## config.mk

```make
export PLATFORM = sky130hd
export DESIGN_NAME = bus_cycle_master
export DESIGN_NICKNAME = d
export VERILOG_FILES = /design/src/rtl/bus_cycle_master.sv
export SDC_FILE = /design/constraint.sdc
export NUM_CORES = 1
export LEC_CHECK = 0
export CELL_PAD_IN_SITES_DETAIL_PLACEMENT = 0
export CELL_PAD_IN_SITES_GLOBAL_PLACEMENT = 1
export CORE_UTILIZATION = 27
export DETAILED_ROUTE_END_ITERATION = 6
export MAX_ROUTING_LAYER = met4
export PLACE_DENSITY_LB_ADDON = 0.3
export REMOVE_ABC_BUFFERS = 1
export SLEW_MARGIN = 20
export SYNTH_ARGS = -nofsm -noshare
export SYNTH_HDL_FRONTEND = slang
export SYNTH_SLANG_ARGS = --single-unit
```

## constraint.sdc

```tcl
create_clock -name i_clk -period 1.5 [get_ports i_clk]
set_clock_uncertainty 0.2 [all_clocks]
set_input_delay 0.45 -clock i_clk [delete_from_list [all_inputs] [get_ports i_clk]]
set_output_delay 0.45 -clock i_clk [all_outputs]
set_load 0.005 [all_outputs]
```

## src/rtl/bus_cycle_master.sv

```systemverilog
// bus_cycle_master: runs one asynchronous-bus word cycle at a time.
// A request is latched in IDLE, then the FSM walks through address setup,
// strobe assertion, a wait for the synchronized DTACK (with an optional timeout),
// strobe release, and a recovery phase. The recovery phase holds until the
// decoder drops DTACK again.
// Every bus-side output and status pulse is a register. Each one is loaded on the
// clock edge that enters the state it belongs to.
//
// Handshake: a request is taken only when o_busy=0 and i_req=1 at a rising edge.
// The cycle then finishes with exactly one o_ack or o_berr pulse. While o_busy=1
// the block ignores i_req. A request held high is taken again only after
// RECOVER returns to IDLE.
`timescale 1ns/1ps
module bus_cycle_master #(
  parameter int TIMEOUT_CYCLES = 64
) (
  input  logic        i_clk,
  input  logic        i_reset,
  input  logic        i_req,
  input  logic        i_we,
  input  logic [22:0] i_addr,
  input  logic [1:0]  i_be,
  input  logic [15:0] i_wdata,
  output logic        o_ack,
  output logic        o_berr,
  output logic [15:0] o_rdata,
  output logic        o_busy,
  output logic [22:0] o_A,
  output logic        o_AS_n,
  output logic        o_UDS_n,
  output logic        o_LDS_n,
  output logic        o_RW,
  output logic [15:0] o_D,
  output logic        o_D_oe,
  input  logic [15:0] i_D,
  input  logic        i_DTACK_n,
  output logic [2:0]  o_state
);

  typedef enum logic [2:0] {
    S_IDLE    = 3'd0,
    S_ADDR    = 3'd1,
    S_STROBE  = 3'd2,
    S_WAIT    = 3'd3,
    S_RELEASE = 3'd4,
    S_RECOVER = 3'd5
  } state_t;

  // Counter is wide enough to reach TIMEOUT_CYCLES.
  localparam int CW = (TIMEOUT_CYCLES < 2) ? 1 : $clog2(TIMEOUT_CYCLES + 1);
  localparam logic [CW:0] TMO = (CW + 1)'(TIMEOUT_CYCLES);

  state_t        state;
  logic          we_r;
  logic [1:0]    be_r;
  logic [CW-1:0] wait_cnt;
  logic [CW:0]   cnt_inc;
  logic          dtack_ff1;
  logic          dtack_ff2;
  logic          dtack_s;
  logic          timeout_hit;

  assign dtack_s     = dtack_ff2;
  assign cnt_inc     = {1'b0, wait_cnt} + (CW + 1)'(1);
  assign timeout_hit = (TIMEOUT_CYCLES != 0) && (cnt_inc == TMO);
  assign o_state     = state;

  // Bus cycle sequencer, DTACK synchronizer and all registered outputs.
  always_ff @(posedge i_clk) begin
    if (i_reset) begin
      state     <= S_IDLE;
      we_r      <= 1'b0;
      be_r      <= 2'b00;
      wait_cnt  <= '0;
      dtack_ff1 <= 1'b1;
      dtack_ff2 <= 1'b1;
      o_ack     <= 1'b0;
      o_berr    <= 1'b0;
      o_busy    <= 1'b0;
      o_rdata   <= 16'h0000;
      o_A       <= 23'h000000;
      o_D       <= 16'h0000;
      o_D_oe    <= 1'b0;
      o_RW      <= 1'b1;
      o_AS_n    <= 1'b1;
      o_UDS_n   <= 1'b1;
      o_LDS_n   <= 1'b1;
    end else begin
      dtack_ff1 <= i_DTACK_n;
      dtack_ff2 <= dtack_ff1;
      o_ack     <= 1'b0;
      o_berr    <= 1'b0;
      case (state)
        S_IDLE: begin
          if (i_req) begin
            if (i_be == 2'b00) begin
              // A request with no byte lanes is rejected without touching the bus.
              o_berr <= 1'b1;
            end else begin
              we_r     <= i_we;
              be_r     <= i_be;
              o_A      <= i_addr;
              o_D      <= i_we ? i_wdata : 16'h0000;
              o_D_oe   <= i_we;
              o_RW     <= ~i_we;
              o_busy   <= 1'b1;
              wait_cnt <= '0;
              state    <= S_ADDR;
            end
          end
        end
        S_ADDR: begin
          // Reads assert the data strobes together with AS. Writes delay them
          // by one cycle so the data is valid before the strobes.
          o_AS_n <= 1'b0;
          if (!we_r) begin
            o_UDS_n <= ~be_r[1];
            o_LDS_n <= ~be_r[0];
          end
          state <= S_STROBE;
        end
        S_STROBE: begin
          o_UDS_n <= ~be_r[1];
          o_LDS_n <= ~be_r[0];
          state   <= S_WAIT;
        end
        S_WAIT: begin
          wait_cnt <= cnt_inc[CW-1:0];
          if (!dtack_s) begin
            // DTACK wins over a timeout that expires in the same cycle.
            if (!we_r) o_rdata <= i_D;
            o_ack   <= 1'b1;
            o_AS_n  <= 1'b1;
            o_UDS_n <= 1'b1;
            o_LDS_n <= 1'b1;
            state   <= S_RELEASE;
          end else if (timeout_hit) begin
            o_berr  <= 1'b1;
            o_AS_n  <= 1'b1;
            o_UDS_n <= 1'b1;
            o_LDS_n <= 1'b1;
            state   <= S_RELEASE;
          end
        end
        S_RELEASE: begin
          // Write data is held through RELEASE and dropped on entry to RECOVER.
          o_D_oe <= 1'b0;
          o_RW   <= 1'b1;
          state  <= S_RECOVER;
        end
        S_RECOVER: begin
          if (dtack_s) begin
            o_busy <= 1'b0;
            state  <= S_IDLE;
          end
        end
        default: begin
          o_busy  <= 1'b0;
          o_AS_n  <= 1'b1;
          o_UDS_n <= 1'b1;
          o_LDS_n <= 1'b1;
          o_D_oe  <= 1'b0;
          o_RW    <= 1'b1;
          state   <= S_IDLE;
        end
      endcase
    end
  end

endmodule

```

==> impl_metrics.py, run 1 <==
metrics = {
    "outcome": {
        "outcome": "finished with violations",
        "violations": "setup timing",
    },
    "power": {
        "ir_drop_mv": 0.5720,
        "switching_power_w": 0.001644,
        "share_comb_of_total_power_pct": 28.1,
        "fin_total_pwr_w": 0.005733,
        "pwr_density_cell_mw_per_mm2": 973.0,
        "internal_power_contribution_w": 0.004089,
        "p_clk_share_pct": 32.0,
        "leakage_nw": 2.452,
        "swShare_pct": 28.68,
        "seqPwrFrac_pct": 40.0,
    },
    "timing": {
        "final_hold_vios": 0,
        "post-route-min-period_ns": 1.661,
        "setup_ws_ns": -0.1607,
        "slew_headroom_pct": 78.94,
        "period_utilization_pct": 110.7,
        "final-setup-viol-count": 73,
        "report.final.slew_viol_count": 0,
        "worst_slew_pin_slew_ns": 0.3126,
        "clock.fmax_mhz": 602.2,
        "rsz0062_at_grt": "yes",
        "sum_of_negative_setup_slack_ns": -6.820,
    },
    "detailed_routing": {
        "vias": 3416,
        "viasPerCell": 4.784,
        "detailedRoute.firstIterationViolations": 83,
        "post_route_antenna_net_violation_count": 0,
        "dr.pass1.iters": 4,
        "drc_errors": 0,
        "wirelength_mm": 10.65,
        "wl_per_cell_um": 14.91,
    },
    "cells_and_area": {
        "fin_area_mm2": 0.005892,
        "syn2layout_area_growth_pct": 94.75,
        "nets": 632,
        "final.fill_count": 1001,
        "antenna-diode-count": 0,
        "drive_above_1_share_pct": 62.72,
    },
    "place": {
        "port-buffer-count": 127,
        "place.gp.congestion": 0.7636,
        "place_hpwl_mm": 6.436,
        "placedInstanceArea_mm2": 0.004827,
    },
    "grt": {
        "grt_first_pass_wirelength_mm": 15.75,
        "grt_start_max_net_pins": 19,
        "number_of_antenna_violations_at_the_first_check_in_global_routing": 0,
        "grt_remaining_overflow": 0,
        "gr-usage-all-layers_pct": 17.95,
        "first_global_vias": 3349,
    },
    "critical_path": {
        "endpoint_of_the_worst_register_to_register_path": "o_A[2]",
        "required_ns": 1.59,
        "reg2regPathDepth": 8,
        "worst_path_class_setup": "reg2reg",
        "regToRegSetupSlack_ns": -0.16,
        "timing.critical_path.from": "o_state[1]",
        "crit_path_max_fanout": 7,
        "critical_path.endpoint_type": "flop",
        "crit_path_start_kind": "flop",
        "cp_arrival_ns": 1.75,
        "setup.worst_path.end": "o_A[2]",
        "worstReg2RegStart": "o_state[1]",
    },
    "clocking": {
        "clkTransAtPathRegs_ns": 0.09,
        "cts-hold-fix-buffers": 0,
        "clk-insertion-delay-late_ns": 0.36,
        "tritoncts": "done",
        "ctsLongestPathBuffers": 2,
        "root_buffer_cell": "sky130_fd_sc_hd__clkbuf_8",
        "cts_made_buffers": 9,
        "cts-htree-levels": 3,
        "clock-sinks": 78,
    },
    "worst_hold_path": {
        "hold_class": "reg2reg",
        "timing.hold.worst.start": "dtack_ff1",
    },
    "yosys": {
        "synth_enable_flop_cells": 0,
        "yosys_most_used_dff": "sky130_fd_sc_hd__dfxtp_1",
        "yosys.cell_types.count": 34,
        "synth-warning-count": 0,
        "synth_register_bits": 78,
        "avgSynthCellArea_um2": 7.962,
        "synth_seq_area_share_pct": 51.61,
        "synth_cells": 380,
        "async_set_reset_flop_share_out_of_synthesis_pct": 0,
        "synthesis.area_mm2": 0.003025,
    },
    "job": {
        "max-cap-violations": 0,
    },
    "floorplanning": {
        "die_area_mm2": 0.01163,
        "chipHeight_um": 107.9,
        "ioPinCount": 128,
        "floorplan.initialDensity_pct": 27.79,
        "core_mm2": 0.01089,
        "chipWidth_um": 107.9,
        "placementRows": 38,
    },
}
==> sequential cells by signal, summed over array words and instances (netlist names), 2 cells and up <==
signal	cells
o_D	16
o_rdata	16
o_A	23
o_state	3
be_r	2
wait_cnt	7
==> cells by family (layout without fill, tap and decap cells) <==
group,Yosys count,count (layout),share of synthesized area [%]
AO/OA/AOI/OAI,104,104,19.35
multiplexers,1,1,0.3309
AND/OR/NAND/NOR,164,164,23.82
buffers and inverters,32,226,4.466
adder cells (fa/ha/maj),1,1,0.4135
flip-flops,78,78,51.61
==> how the worst min path moves through the flow <==
| stage | depth (start not counted) | slack (ns) | endpoint |
|---|---|---|---|
| 2_1_floorplan | 1 | 0.19 | dtack_ff2 |
| 3_5_place_dp | 1 | 0.20 | dtack_ff2 |
| 5_1_grt | 1 | 0.23 | dtack_ff2 |
| 4_1_cts | 1 | 0.22 | dtack_ff2 |
| 3_3_place_gp | 1 | 0.19 | dtack_ff2 |
| 6_report | 1 | 0.22 | dtack_ff2 |
==> per-stage QoR <==
stage	utilization, %	cells	setup WS (ns)	hold WS [ns]
2_1_floorplan	-	352	-0.6345	0.1895
6_report	54.11	714	-0.1607	0.2234
5_1_grt	54.11	714	-0.2084	0.2344
3_5_place_dp	44.33	674	-0.6879	0.2008
3_3_place_gp	44.33	674	-0.6746	0.1948
4_1_cts	48.98	712	-0.1876	0.2244
==> Yosys cell counts, types with 4 or more instances <==
master	count	area [um2]
sky130_fd_sc_hd__nand2_1	109	409.1
sky130_fd_sc_hd__dfxtp_1	78	1562
sky130_fd_sc_hd__a21oi_1	66	330.3
sky130_fd_sc_hd__nand3_1	19	95.09
sky130_fd_sc_hd__clkbuf_1	18	67.56
sky130_fd_sc_hd__o21ai_0	15	75.07
sky130_fd_sc_hd__nor2_1	11	41.29
sky130_fd_sc_hd__buf_2	9	45.04
sky130_fd_sc_hd__a311oi_1	5	43.79
sky130_fd_sc_hd__a31oi_1	5	31.28
sky130_fd_sc_hd__and3_1	4	25.02
sky130_fd_sc_hd__inv_1	4	15.01
sky130_fd_sc_hd__nand2b_1	4	25.02
sky130_fd_sc_hd__nor3_1	4	20.02
==> metal layers <==
metal | track usage, % | vias up | routed length (um)
li1 | - | 1679 | -
met1 | 20.89 | 1625 | 4520
met2 | 29.76 | 101 | 5339
met3 | 5.266 | 11 | 671
met4 | 5.479 | 0 | 113
met5 | - | - | 0
==> critical path, stage by stage (launching register included) <==
cell and delay, ns:
sky130_fd_sc_hd__dfxtp_4 0.35, sky130_fd_sc_hd__buf_6 0.12, sky130_fd_sc_hd__nor2_4 0.10, sky130_fd_sc_hd__buf_6 0.11
sky130_fd_sc_hd__and3_4 0.29, sky130_fd_sc_hd__buf_6 0.15, sky130_fd_sc_hd__buf_16 0.12, sky130_fd_sc_hd__nand2_1 0.05
sky130_fd_sc_hd__a21oi_1 0.11
==> power by group through the flow <==
| stage | sequential, W | clock [W] | combinational, W |
|---|---|---|---|
| after global routing | 0.00231 | 0.00198 | 0.00172 |
| after global placement | 0.00231 | 0 | 0.00105 |
| final | 0.00229 | 0.00183 | 0.00161 |
| after detailed placement | 0.00231 | 0 | 0.00105 |
| after CTS | 0.00227 | 0.00188 | 0.00136 |
| after floorplan | 0.00234 | 0 | 0.000299 |
==> layout make-up <==
type	instances	area [um2]	area share [%]
tap	140	175.2	2.973
timing repair buffer	206	1858	31.54
clock inverter	6	93.84	1.593
inverter	4	15.01	0.2548
multi-input combinational	270	1961	33.28
clock buffer	10	137.6	2.336
sequential	78	1652	28.03
==> cells in the final DEF (no fill, tap or decap), types with 23 or more instances in the layout <==
| master | count |
|---|---|
| sky130_fd_sc_hd__a21oi_1 | 23 |
| sky130_fd_sc_hd__a21oi_2 | 43 |
| sky130_fd_sc_hd__buf_2 | 55 |
| sky130_fd_sc_hd__buf_4 | 45 |
| sky130_fd_sc_hd__buf_6 | 33 |
| sky130_fd_sc_hd__clkdlybuf4s50_1 | 57 |
| sky130_fd_sc_hd__dfxtp_2 | 66 |
| sky130_fd_sc_hd__nand2_1 | 62 |
| sky130_fd_sc_hd__nand2_2 | 23 |
| sky130_fd_sc_hd__nand2_4 | 24 |
==> what timing repair did <==
item                                    4_1_cts  5_1_grt
endpoints found under the setup margin      139       80
pin swaps                                    27       68
endpoints found under the hold margin         0        0
setup buffers                                17        5
cloned                                        7        2
resized for setup                           397      145
Power figures use the tool's default switching activity.
==> run 2, diff against run 1 <==
CTS_CLUSTER_SIZE = 24   (was default)
==> results of run 2 <==
Same layout as run 1: the final DEF is identical, and so are final timing and power.
==> edit 1: new RTL, config.mk and constraints of run 2 <==
Change the parameter `TIMEOUT_CYCLES` from 64 to 128.
--- a/src/rtl/bus_cycle_master.sv
+++ b/src/rtl/bus_cycle_master.sv
@@ -12,7 +12,7 @@
 // RECOVER returns to IDLE.
 `timescale 1ns/1ps
 module bus_cycle_master #(
-  parameter int TIMEOUT_CYCLES = 64
+  parameter int TIMEOUT_CYCLES = 128
 ) (
   input  logic        i_clk,
   input  logic        i_reset,
Behaviour: no difference found for any inputs over 10 cycles, from zero or initial values and one cycle with i_reset high; that may be too few to reach the edited logic, so the function may still have changed.
==> edit 1 against run 2 <==
The run ends with DRC, setup timing left. Worst hold slack lost 0.00095 ns. Utilization decreased by 6.8 points. Worst setup slack got worse by 0.39 ns. Via count is 0.32% lower. Critical path depth unchanged. Final cell count grew 1.8%. Synthesized area rose by 6.0%. Design area decreased by 7.4%. Wire length shrank 6.8%. Total power increased by 16%. Global-route usage down 1.1 points. Sequential cell count grew 1. Critical path type unchanged. Critical endpoint is now o_state[1]$_SDFFE_PP0P_. Largest power group unchanged.
==> edit 1: results <==
{
  "run_status": "complete, but fails checks",
  "violations": "DRC, setup timing",
  "setup_viol": 77,
  "path_clk_slew_ns": 0.06,
  "clk_latency_ns": 0.34,
  "hpwl_um": 6650,
  "worstMarginPinSlew_ns": 0.382,
  "wl_met2_um": 4280,
  "arrival_ns": 2.08,
  "via_per_inst": 4.68,
  "initialDrtViolationCount": 200,
  "postSynthCellCount": 402,
  "dr.pass1.iters": 6,
  "synth_common_cells": "nand2_1, dfxtp_1, a21oi_1, nor2_1, clkbuf_1",
  "grt_pass1_vias": 3262,
  "synthTopCellsByArea": "dfxtp_1, nand2_1, a21oi_1",
  "cpLargestDelayFamily": "compound AO/OA/AOI/OAI gates",
  "async_flop_share_pct": 0,
  "power.leakage_nw": 2.23,
  "gp_congestion": 0.779,
  "nets": 645,
  "grtUsageMet1_pct": 20.5,
  "tns_ns": -14.66,
  "vdd_drop_max_mv": 0.537,
  "timing.final.ws_setup_ns": -0.549,
  "cts-root-buf": "clkbuf_16",
  "dp_cells": 697,
  "drive_gt1_share_pct": 43.8,
  "synth.distinct_cells": 46,
  "cpMaxStageDelayCell": "dfxtp_2",
  "drcViolationCount": 16,
  "grt_usage_pct": 16.8,
  "dpl_cell_area_um2": 5010,
  "use_met3_pct": 6.01,
  "wl_per_cell_um": 13.6,
  "wl_met3_um": 858,
  "pre_cts_ws_ns": -0.754
}
==> edit 1: timing repair <==
action / 4_1_cts / 5_1_grt
pin swaps: 14 / 12
gates resized for setup: 354 / 27
gates cloned: 2 / 1
hold endpoints to repair: 0 / 0
setup endpoints to repair: 142 / 80
hold buffers: 0 / 0
buffers inserted: 8 / 5
==> edit 1: area by class of cell <==
type	instances	area, um^2
Clock inverter	2	16.3
Tap cell	143	179
Clock buffer	12	267
Sequential cell	79	1660
Inverter	2	7.51
Timing Repair Buffer	201	1690
Fill cell	1157	6060
Multi-Input combinational cell	288	1640
==> edit 1: cells by family after synthesis <==
| family | count (synthesis) | share of synthesized area, % |
|---|---|---|
| fa+ha+maj | 2 | 0.780 |
| buf+inv | 35 | 5.69 |
| mux | 1 | 0.312 |
| flops | 79 | 49.3 |
| compound gates | 101 | 18.2 |
| simple gates | 181 | 24.9 |
| xor+xnor | 3 | 0.819 |
==> edit 1: power groups by stage <==
stage | clock network (mW) | registers, mW | logic, mW
floorplan | 0 | 2.48 | 0.580
global placement | 0 | 2.44 | 1.83
detailed placement | 0 | 2.44 | 1.84
CTS | 2.13 | 2.44 | 2.00
global route | 2.24 | 2.46 | 2.35
finish | 2.07 | 2.44 | 2.17
==> edit 1: path summary, 6_finish.rpt <==
path / from / to / slack, ns / cells past startpoint
setup / recovery: wait_cnt[0]$_SDFFE_PP0P_ / o_state[1]$_SDFFE_PP0P_ / -0.55 / 8
hold / removal: dtack_ff1$_SDFF_PP1_ / dtack_ff2$_SDFF_PP1_ / 0.22 / 1
setup reg to reg: wait_cnt[0]$_SDFFE_PP0P_ / o_state[1]$_SDFFE_PP0P_ / -0.55 / 8
hold reg to reg: dtack_ff1$_SDFF_PP1_ / dtack_ff2$_SDFF_PP1_ / 0.22 / 1
==> edit 2: new RTL, flow settings as in run 2 <==
Made on the original files. Register the output `o_berr` once more, cleared by the reset; this adds one clock of latency there. The other outputs are not delayed to match. Comments in the files are not updated.
--- a/src/rtl/bus_cycle_master.sv
+++ b/src/rtl/bus_cycle_master.sv
@@ -50,6 +50,8 @@
   localparam int CW = (TIMEOUT_CYCLES < 2) ? 1 : $clog2(TIMEOUT_CYCLES + 1);
   localparam logic [CW:0] TMO = (CW + 1)'(TIMEOUT_CYCLES);
 
+  logic o_berr_s0;
+
   state_t        state;
   logic          we_r;
   logic [1:0]    be_r;
@@ -75,7 +77,7 @@
       dtack_ff1 <= 1'b1;
       dtack_ff2 <= 1'b1;
       o_ack     <= 1'b0;
-      o_berr    <= 1'b0;
+      o_berr_s0 <= 1'b0;
       o_busy    <= 1'b0;
       o_rdata   <= 16'h0000;
       o_A       <= 23'h000000;
@@ -89,13 +91,13 @@
       dtack_ff1 <= i_DTACK_n;
       dtack_ff2 <= dtack_ff1;
       o_ack     <= 1'b0;
-      o_berr    <= 1'b0;
+      o_berr_s0 <= 1'b0;
       case (state)
         S_IDLE: begin
           if (i_req) begin
             if (i_be == 2'b00) begin
               // A request with no byte lanes is rejected without touching the bus.
-              o_berr <= 1'b1;
+              o_berr_s0 <= 1'b1;
             end else begin
               we_r     <= i_we;
               be_r     <= i_be;
@@ -135,7 +137,7 @@
             o_LDS_n <= 1'b1;
             state   <= S_RELEASE;
           end else if (timeout_hit) begin
-            o_berr  <= 1'b1;
+            o_berr_s0 <= 1'b1;
             o_AS_n  <= 1'b1;
             o_UDS_n <= 1'b1;
             o_LDS_n <= 1'b1;
@@ -167,5 +169,13 @@
     end
   end
 
+  always_ff @(posedge i_clk) begin
+    if (i_reset) begin
+      o_berr <= '0;
+    end else begin
+      o_berr <= o_berr_s0;
+    end
+  end
+
 endmodule
 
Check against the original RTL: not equivalent (Yosys sat finds a counterexample within 4 cycles, from zero or initial values and one cycle with i_reset high).
==> edit 2 against run 2 <==
Clock power is 6% lower. The flow still finishes with violations (setup timing). Worst hold slack better by 0.0097 ns. Total power increased by 13%. Design area rose by 6.7%. Sequential cell count is 1 higher. Global-route usage is 1.3 points higher. Worst setup slack lost 0.068 ns. Synthesized area rose by 0.54%. Highest routed layer unchanged. Wire length increased by 7.7%.
==> edit 2: results <==
{
  "synthTopCellsByArea": "dfxtp_1, nand2_1, a21oi_1",
  "h-tree-depth": 3,
  "yosysSeqAreaShare_pct": 52.0,
  "vdd_drop_max_mv": 0.706,
  "clk_latency_ns": 0.34,
  "slew_headroom_pct": 74.4,
  "via_per_inst": 4.86,
  "timing.final.ws_setup_ns": -0.229,
  "grt_pass1_wl_um": 16900,
  "wl_per_cell_um": 15.7,
  "dp_cells": 668,
  "gp_congestion": 0.798,
  "drive_gt1_share_pct": 70.1,
  "nFillCells": 961,
  "yosysWarnings": 0,
  "synth_common_cells": "nand2_1, dfxtp_1, a21oi_1, clkbuf_1, nand3_1",
  "intPower_mw": 4.45,
  "pre_cts_ws_ns": -0.623,
  "grt_max_degree": 22,
  "yosys.area_share.adder_pct": 0.411,
  "nets": 647,
  "violations": "setup timing",
  "hold_ws_ns": 0.233,
  "power.leakage_nw": 2.58,
  "antenna_found_initial": 1,
  "setup_viol": 76,
  "synth.distinct_cells": 39,
  "cts-root-buf": "clkbuf_8",
  "final_cells": 730,
  "initialDrtViolationCount": 147,
  "hold_class": "reg -> reg",
  "muxShareOfSynthArea_pct": 0.452,
  "grt_usage_pct": 19.3,
  "cts_buffers": 9,
  "io_buffers": 127,
  "async_flop_share_pct": 0,
  "cp_max_fo": 4,
  "run_status": "complete, but fails checks",
  "synth_ff_type": "dfxtp_1",
  "synth_compound_area_share_pct": 19.2,
  "dr.pass1.iters": 4,
  "clockBufferDepth": 2,
  "arrival_ns": 1.77,
  "dpl_cell_area_um2": 4780,
  "synth_xor_xnor_area_share_pct": 0,
  "largestRegisters": "o_A x23, o_D x16, o_rdata x16",
  "path_clk_slew_ns": 0.09,
  "postSynthCellCount": 377,
  "yosysMostFrequentCell": "nand2_1",
  "hpwl_um": 6610,
  "grt_pass1_vias": 3493
}
-- edit 2: cell types whose count changed after synthesis, sizes merged, moves of 2 or more --
cell / delta
and2: +2
nand2: -3
o21ai: +2
buf: -4
clkbuf: +3
nor2: -2
nor4: -2
nand4b: +3
-- edit 2: area by class of cell --
cell class              instances  share of cell area [%]
flip-flops and latches         79                    26.6
well taps                     140                    2.79
clock buffers                  11                    2.41
multi-input cells             268                    35.3
clock inverters                 5                    1.02
repair buffers                223                    31.7
diodes                          1                  0.0398
inverters                       3                   0.179
-- edit 2: critical path, stage by stage (launching register included) --
cell	delay [ns]
dfxtp_2	0.35
buf_6	0.11
nor2_4	0.04
buf_6	0.10
and3_4	0.20
buf_12	0.14
buf_12	0.12
and3_4	0.18
a31o_4	0.19
-- edit 2: routing by layer --
metal	GRT usage, %	vias to the layer above	share of wire [%]
met5	-	-	0
met4	6.07	0	1.2
li1	-	1707	-
met1	21.9	1708	42
met2	32.8	122	51
met3	5.18	12	6.3
-- edit 2: power by group through the flow --
stage | clock, mW | sequential [mW] | combinational [mW]
final | 1.72 | 2.37 | 2.40
after global routing | 1.86 | 2.38 | 2.56
after CTS | 1.76 | 2.36 | 2.12
after detailed placement | 0 | 2.38 | 1.37
after global placement | 0 | 2.38 | 1.36
after floorplan | 0 | 2.42 | 0.428
-- edit 2: logic make-up (layout without fill, tap and decap cells) --
kind of cell | after synthesis | count (layout)
adders and majority gates | 1 | 1
and+or+nand+nor | 162 | 162
DFF | 79 | 79
buffers and inverters | 30 | 242
other | 0 | 1
muxes | 1 | 1
AOI/OAI and AO/OA | 104 | 104
-- edit 2: worst paths after layout --
kind / from / endpoint / depth (start not counted)
worst max register to register: o_state[0]$_SDFFE_PP0P_ / o_D_oe$_SDFFE_PP0P_ / 8
worst min register to register: dtack_ff1$_SDFF_PP1_ / dtack_ff2$_SDFF_PP1_ / 1
worst max-delay path: o_state[0]$_SDFFE_PP0P_ / o_D_oe$_SDFFE_PP0P_ / 8
worst min-delay path: dtack_ff1$_SDFF_PP1_ / dtack_ff2$_SDFF_PP1_ / 1
-- edit 2: repair_timing --
item / CTS / global route
pin swaps: 41 / 89
resized for setup: 445 / 178
gates cloned: 9 / 2
setup endpoints to repair: 141 / 88
buffers inserted: 30 / 17
-- edit 2: per-stage QoR --
stage	utilization, %	TNS, ns	total power [mW]
3_3_place_gp	43.9	-32.71	3.73
6_report	57.7	-10.41	6.49
4_1_cts	51.7	-8.53	6.24
5_1_grt	57.7	-14.52	6.81
2_1_floorplan	-	-30.13	2.85
3_5_place_dp	43.9	-33.74	3.75
